[src/rtl/fpu_addsub_front.sv]
// fpu_addsub_front: front half of a single-precision add/subtract unit.
// It unpacks both operands and aligns the smaller-exponent significand
// (keeping a sticky bit). It then adds or subtracts the magnitudes and
// emits an unnormalised 28-bit sum. A downstream post-normaliser takes
// that sum and handles rounding and inf/NaN.
//
// Ports:
//   clk_i, rst_n_i       clock, asynchronous active-low reset
//   valid_i / ready_o    input handshake
//   opa_i, opb_i         IEEE-754 single operands
//   fpu_op_i             0 = add, 1 = subtract (opa - opb)
//   rmode_i              rounding mode (only used to sign an exact zero)
//   valid_o / ready_i    output handshake
//   fract_28_o           {carry, hidden, fraction[22:0], guard, round, sticky}
//   exp_o                exponent of the larger-exponent operand
//   sign_o               result sign
//   opa_o, opb_o, fpu_op_o, rmode_o  inputs delayed to line up with fract_28_o
//
// Two-stage pipeline: stage 1 holds the aligned operands and stage 2 holds
// the sum. Each stage advances when it is empty or when its consumer takes
// its data.
module fpu_addsub_front (
    input  logic        clk_i,
    input  logic        rst_n_i,
    input  logic        valid_i,
    output logic        ready_o,
    input  logic [31:0] opa_i,
    input  logic [31:0] opb_i,
    input  logic        fpu_op_i,
    input  logic [1:0]  rmode_i,
    output logic        valid_o,
    input  logic        ready_i,
    output logic [27:0] fract_28_o,
    output logic [7:0]  exp_o,
    output logic        sign_o,
    output logic [31:0] opa_o,
    output logic [31:0] opb_o,
    output logic        fpu_op_o,
    output logic [1:0]  rmode_o
);

    // Handshake
    logic v1, v2;
    logic adv1, adv2;

    assign adv2    = !v2 || ready_i;
    assign adv1    = !v1 || adv2;
    assign ready_o = adv1;
    assign valid_o = v2;

    // Stage 1 combinational: unpack, compare, align
    logic [7:0]  ea, eb, diff;
    logic        ha, hb, a_big;
    logic [27:0] sig_a, sig_b, big_sig, small_sig, small_al, shift_mask;
    logic [4:0]  sh;
    logic        eff_sub, sign_b;

    always_comb begin
        ha         = |opa_i[30:23];
        hb         = |opb_i[30:23];
        ea         = ha ? opa_i[30:23] : 8'd1;
        eb         = hb ? opb_i[30:23] : 8'd1;
        sig_a      = {1'b0, ha, opa_i[22:0], 3'b000};
        sig_b      = {1'b0, hb, opb_i[22:0], 3'b000};
        a_big      = (ea >= eb);
        diff       = a_big ? (ea - eb) : (eb - ea);
        big_sig    = a_big ? sig_a : sig_b;
        small_sig  = a_big ? sig_b : sig_a;
        sh         = 5'd0;
        shift_mask = 28'd0;
        small_al   = small_sig;
        if (diff >= 8'd27) begin
            // Everything falls below bit 0; only the sticky survives.
            small_al = {27'b0, |small_sig[26:3]};
        end else begin
            sh         = diff[4:0];
            shift_mask = (28'd1 << sh) - 28'd1;
            small_al   = (small_sig >> sh) | {27'b0, |(small_sig & shift_mask)};
        end
        eff_sub = opa_i[31] ^ opb_i[31] ^ fpu_op_i;
        sign_b  = opb_i[31] ^ fpu_op_i;
    end

    // Stage 1 registers
    logic [27:0] s1_big, s1_small;
    logic [7:0]  s1_exp;
    logic        s1_a_big, s1_eff_sub, s1_sign_a, s1_sign_b, s1_op;
    logic [31:0] s1_opa, s1_opb;
    logic [1:0]  s1_rmode;

    always_ff @(posedge clk_i or negedge rst_n_i) begin
        if (!rst_n_i) begin
            v1         <= 1'b0;
            s1_big     <= 28'd0;
            s1_small   <= 28'd0;
            s1_exp     <= 8'd0;
            s1_a_big   <= 1'b0;
            s1_eff_sub <= 1'b0;
            s1_sign_a  <= 1'b0;
            s1_sign_b  <= 1'b0;
            s1_op      <= 1'b0;
            s1_opa     <= 32'd0;
            s1_opb     <= 32'd0;
            s1_rmode   <= 2'd0;
        end else if (adv1) begin
            v1 <= valid_i;
            if (valid_i) begin
                s1_big     <= big_sig;
                s1_small   <= small_al;
                s1_exp     <= a_big ? ea : eb;
                s1_a_big   <= a_big;
                s1_eff_sub <= eff_sub;
                s1_sign_a  <= opa_i[31];
                s1_sign_b  <= sign_b;
                s1_op      <= fpu_op_i;
                s1_opa     <= opa_i;
                s1_opb     <= opb_i;
                s1_rmode   <= rmode_i;
            end
        end
    end

    // Stage 2 combinational: add or subtract magnitudes
    logic [27:0] res;
    logic        res_sign;

    always_comb begin
        res      = 28'd0;
        res_sign = 1'b0;
        if (!s1_eff_sub) begin
            res      = s1_big + s1_small;
            res_sign = s1_sign_a;
        end else if (s1_big > s1_small) begin
            res      = s1_big - s1_small;
            res_sign = s1_a_big ? s1_sign_a : s1_sign_b;
        end else if (s1_small > s1_big) begin
            // Only reachable on an exponent tie where opb has the larger mantissa.
            res      = s1_small - s1_big;
            res_sign = s1_a_big ? s1_sign_b : s1_sign_a;
        end else begin
            // Exact cancellation: negative zero only when rounding toward -inf.
            res      = 28'd0;
            res_sign = (s1_rmode == 2'b11);
        end
    end

    // Stage 2 registers drive the outputs directly
    always_ff @(posedge clk_i or negedge rst_n_i) begin
        if (!rst_n_i) begin
            v2         <= 1'b0;
            fract_28_o <= 28'd0;
            exp_o      <= 8'd0;
            sign_o     <= 1'b0;
            opa_o      <= 32'd0;
            opb_o      <= 32'd0;
            fpu_op_o   <= 1'b0;
            rmode_o    <= 2'd0;
        end else if (adv2) begin
            v2 <= v1;
            if (v1) begin
                fract_28_o <= res;
                exp_o      <= s1_exp;
                sign_o     <= res_sign;
                opa_o      <= s1_opa;
                opb_o      <= s1_opb;
                fpu_op_o   <= s1_op;
                rmode_o    <= s1_rmode;
            end
        end
    end

endmodule

[config.mk]
export PLATFORM = sky130hd
export DESIGN_NAME = fpu_addsub_front
export DESIGN_NICKNAME = d
export VERILOG_FILES = /design/src/rtl/fpu_addsub_front.sv
export SDC_FILE = /design/constraint.sdc
export NUM_CORES = 1
export LEC_CHECK = 0
export ABC_AREA = 1
export ABC_CLOCK_PERIOD_IN_PS = 4300
export BUFFER_PORTS_ARGS = -buffer_cell sky130_fd_sc_hd__clkbuf_2
export CAP_MARGIN = 20
export CORE_ASPECT_RATIO = 0.9
export CORE_MARGIN = 10
export CORE_UTILIZATION = 50
export CTS_BUF_LIST = sky130_fd_sc_hd__clkbuf_8
export DETAILED_ROUTE_END_ITERATION = 10
export GPL_TIMING_DRIVEN = 0
export PLACE_DENSITY = 0.71
export SYNTH_ARGS = -nofsm -noshare
export SYNTH_HDL_FRONTEND = slang
export SYNTH_SLANG_ARGS = --single-unit
[constraint.sdc]
create_clock -name clk_i -period 4.3 [get_ports clk_i]
set_input_delay 0.215 -clock clk_i [delete_from_list [all_inputs] [get_ports clk_i]]
set_output_delay 0.215 -clock clk_i [all_outputs]
set_load 0.005 [all_outputs]
==> flow_metrics.env <==
export IMPL_grt_total_usage=0.3373
export IMPL_syn_inst=2253
export IMPL_place_inst=2848
export IMPL_io_buffers=176
export IMPL_setup_viol=0
export IMPL_maxSlewHeadroom=0.1202
export IMPL_peakVddDrop_mv=0.3740
export IMPL_clk_pin_slew_ns=0.06
export IMPL_nets=2692
export IMPL_worstPathCellList="inv_1 > ha_1 > inv_1 > o21bai_1 > a21oi_1 > nand3_1 > nand2_1 > nand3_1 > nand2_1 > nor2_4 > inv_2 > o21ai_0 > a21oi_1 > o21ai_0"
export IMPL_cts_root_buf="clkbuf_8"
export IMPL_rsz0062_at_grt="true"
export IMPL_p_leak_nw=9.835
export IMPL_syn_cell_area_mm2=0.01617
export IMPL_arrival_ns=4.67
export IMPL_slowest_delay_ns=0.63
export IMPL_outcome="completed"
export IMPL_hold_class="primary input to flop"
export IMPL_fin_skew_ns=0.03876
export IMPL_die_area_mm2=0.03994
export IMPL_cts_tree="built"
export IMPL_maxCapViolCount=0
export IMPL_clock_path_buffers=3
export IMPL_path_class="flop to flop"
export IMPL_power_density_mw_per_mm2=497.0
export IMPL_p_total_mw=9.502
export IMPL_ys_types=60
export IMPL_die_h_um=190.6
export IMPL_worstPathMaxFanout=10
export IMPL_drc_errors=0
export IMPL_yosysSeqAreaShare=0.3637
export IMPL_first_global_vias=16760
export IMPL_end_kind="flop"
export IMPL_place_gp_congestion=1.041
export IMPL_core_mm2=0.03188
export IMPL_vias_per_cell=5.876
export IMPL_cts_inserted_buffers=41
export IMPL_worstSetupStartpointType="flop"
export IMPL_num_vias=17480
export IMPL_slew_violations=0
export IMPL_grt_ovfl_total=0
export IMPL_antenna_cells=0
export IMPL_layout_min_cycle_time_ns=4.246
export IMPL_critPathRequiredTime_ns=4.72
export IMPL_syn_num_nets=2416
export IMPL_finalHoldViolCount=0
export IMPL_tightestPinTransition_ns=1.306
export IMPL_htreeDepth=2
export IMPL_grt_pass1_wl_um=103300
export IMPL_final_layout_size_suffix_gt1_frac=0.1399
export IMPL_period_share=0.9875
export IMPL_cts_sinks=235
export IMPL_drt_iter0_drc=2385
export IMPL_io_pins=177
export IMPL_antenna_left=0
export IMPL_worst_path_max_delay_cell="a21oi_1"
export IMPL_die_width_um=209.6
export IMPL_final_cells=2975
export IMPL_initial_core_util=0.5071
export IMPL_dpl_hpwl_um=55400
export IMPL_final_util=0.5996
export IMPL_grt_max_degree=116
export IMPL_rows=62
export IMPL_syn2layout_area_growth_pct=18.24
export IMPL_wire_per_inst_um=23.35
export IMPL_clock_latency_ns=0.58
export IMPL_dr_pass1_iters=6
export IMPL_avgSynthCellArea_um2=7.177
export IMPL_wirelength_um=69480
export IMPL_cts_setup_buffers=0
export IMPL_ys_ff_latch=235
export IMPL_fmax_mhz=235.5
export IMPL_yosys_warnings=0
export IMPL_antenna_found_initial=2
==> Yosys cell counts (all sizes together) <==
| cell type | count | area share |
|---|---|---|
| nand2 | 648 | 0.15 |
| inv | 242 | 0.056 |
| dfrtp | 235 | 0.36 |
| o21ai | 222 | 0.069 |
| nor2 | 170 | 0.044 |
| a21oi | 168 | 0.053 |
| nand3 | 117 | 0.038 |
| ha | 88 | 0.068 |
| clkbuf | 63 | 0.015 |
| buf | 58 | 0.021 |
| xor2 | 49 | 0.027 |
| o22ai | 41 | 0.020 |
| a31oi | 19 | 0.0074 |
| nand4 | 19 | 0.0074 |
| a2bb2oi | 16 | 0.0087 |
| nor3 | 16 | 0.0056 |
| o211ai | 13 | 0.0060 |
| a21o | 11 | 0.0051 |
| nor4 | 9 | 0.0039 |
| o21bai | 7 | 0.0032 |
| o221ai | 5 | 0.0027 |
| a21boi | 4 | 0.0019 |
| fa | 4 | 0.0050 |
| a211oi | 3 | 0.0014 |
| mux2i | 3 | 0.0019 |
| nand3b | 3 | 0.0014 |
| o2111ai | 3 | 0.0016 |
| a22o | 2 | 0.0011 |
| and2 | 2 | 0.00077 |
| o21a | 2 | 0.00093 |
| o311ai | 2 | 0.0011 |
| o31ai | 2 | 0.00093 |
| or2 | 2 | 0.00093 |
| a22oi | 1 | 0.00046 |
| a311oi | 1 | 0.00054 |
| a41oi | 1 | 0.00054 |
| clkinv | 1 | 0.00023 |
| xnor2 | 1 | 0.00054 |
==> layout make-up <==
| cell class | count | area [µm²] |
|---|---|---|
| Buffer | 121 | 586.8 |
| Fill cell | 2981 | 12760 |
| Timing Repair Buffer | 233 | 1495 |
| Clock buffer | 54 | 743.2 |
| Clock inverter | 19 | 130.1 |
| Sequential cell | 235 | 5881 |
| Tap cell | 416 | 520.5 |
| Multi-Input combinational cell | 1654 | 8847 |
| Inverter | 243 | 914.6 |
==> cell families after synthesis <==
group / synth area share
buffers and inverters: 0.09270
xor gates and xnor gates: 0.02708
adders and majority gates: 0.07305
muxes: 0.001857
AOI/OAI and AO/OA: 0.1859
and+or+nand+nor: 0.2557
DFF: 0.3637
==> critical path: cells and delay by family, from the launching register on <==
| family | cells | cell delay [ns] |
|---|---|---|
| buffers and inverters | 3 | 0.59 |
| AOI/OAI and AO/OA | 5 | 1.46 |
| adders and majority gates | 1 | 0.42 |
| DFF | 1 | 0.40 |
| and+or+nand+nor | 5 | 1.21 |
==> what timing repair did <==
item,4_1_cts,5_1_grt
hold buffers,53,0
resized for setup,0,19
hold endpoints to repair,292,0
endpoints found under the setup margin,0,22
==> registers in the layout (all words and copies together), names as in the netlist <==
signal,flops
s1_sign_b,1
s1_eff_sub,1
fract_28_o,28
v1,1
s1_opb,32
rmode_o,2
opb_o,32
fpu_op_o,1
s1_small,27
s1_exp,8
exp_o,8
s1_a_big,1
s1_big,24
valid_o,1
opa_o,32
s1_op,1
s1_sign_a,1
sign_o,1
s1_opa,31
s1_rmode,2
==> cells in the final DEF (no fill, tap or decap), types with 53 or more instances in the layout <==
cell           netlist  routed
a21oi_1            165     165
clkbuf_1            61      61
clkbuf_2             2     177
clkbuf_8             0      55
dfrtp_1            235     235
dlygate4sd3_1        0      53
ha_1                88      88
inv_1              234     242
nand2_1            633     633
nand3_1            113     113
nor2_1             159     154
o21ai_0            180     178
==> per-layer routing <==
metal  share of wire  global-route usage
met3            0.14              0.1400
met4           0.025             0.08598
met1            0.43              0.4714
met5         0.00022                   0
met2            0.40              0.4694
==> power by group <==
| part | switching, mW | total (mW) | internal (mW) | leakage, nW |
|---|---|---|---|---|
| logic | 2.86 | 4.20 | 1.34 | 6.47 |
| registers | 0.359 | 3.10 | 2.74 | 2.88 |
| clock network | 1.01 | 2.21 | 1.20 | 0.486 |
==> final timing paths <==
check	slack, ns	depth (start not counted)	start	endpoint
max	0.05	14	s1_big[9]	fract_28_o[26]
min in group asynchronous	0.06	2	rst_n_i	s1_opa[6]
min	0.02	3	opa_i[27]	s1_opa[27]
max in group asynchronous	3.42	3	rst_n_i	s1_big[24]
min reg2reg	0.47	2	s1_opb[15]	opb_o[15]
max reg2reg	0.05	14	s1_big[9]	fract_28_o[26]
==> per-stage QoR <==
step | setup WS (ns) | hold WS, ns | setup TNS [ns] | instance area (µm²)
5_1_grt | -0.007486 | 0.04395 | -0.007486 | 19120
4_1_cts | 0.08603 | 0.001021 | 0 | 19040
2_1_floorplan | 1.304 | -0.08059 | 0 | 16170
3_5_place_dp | 0.03555 | 0.06801 | 0 | 17640
6_report | 0.05385 | 0.01835 | 0 | 19120
3_3_place_gp | -1.544 | 0.4263 | -355.32 | 17570
Note: power is estimated with default switching activity, not from simulation.
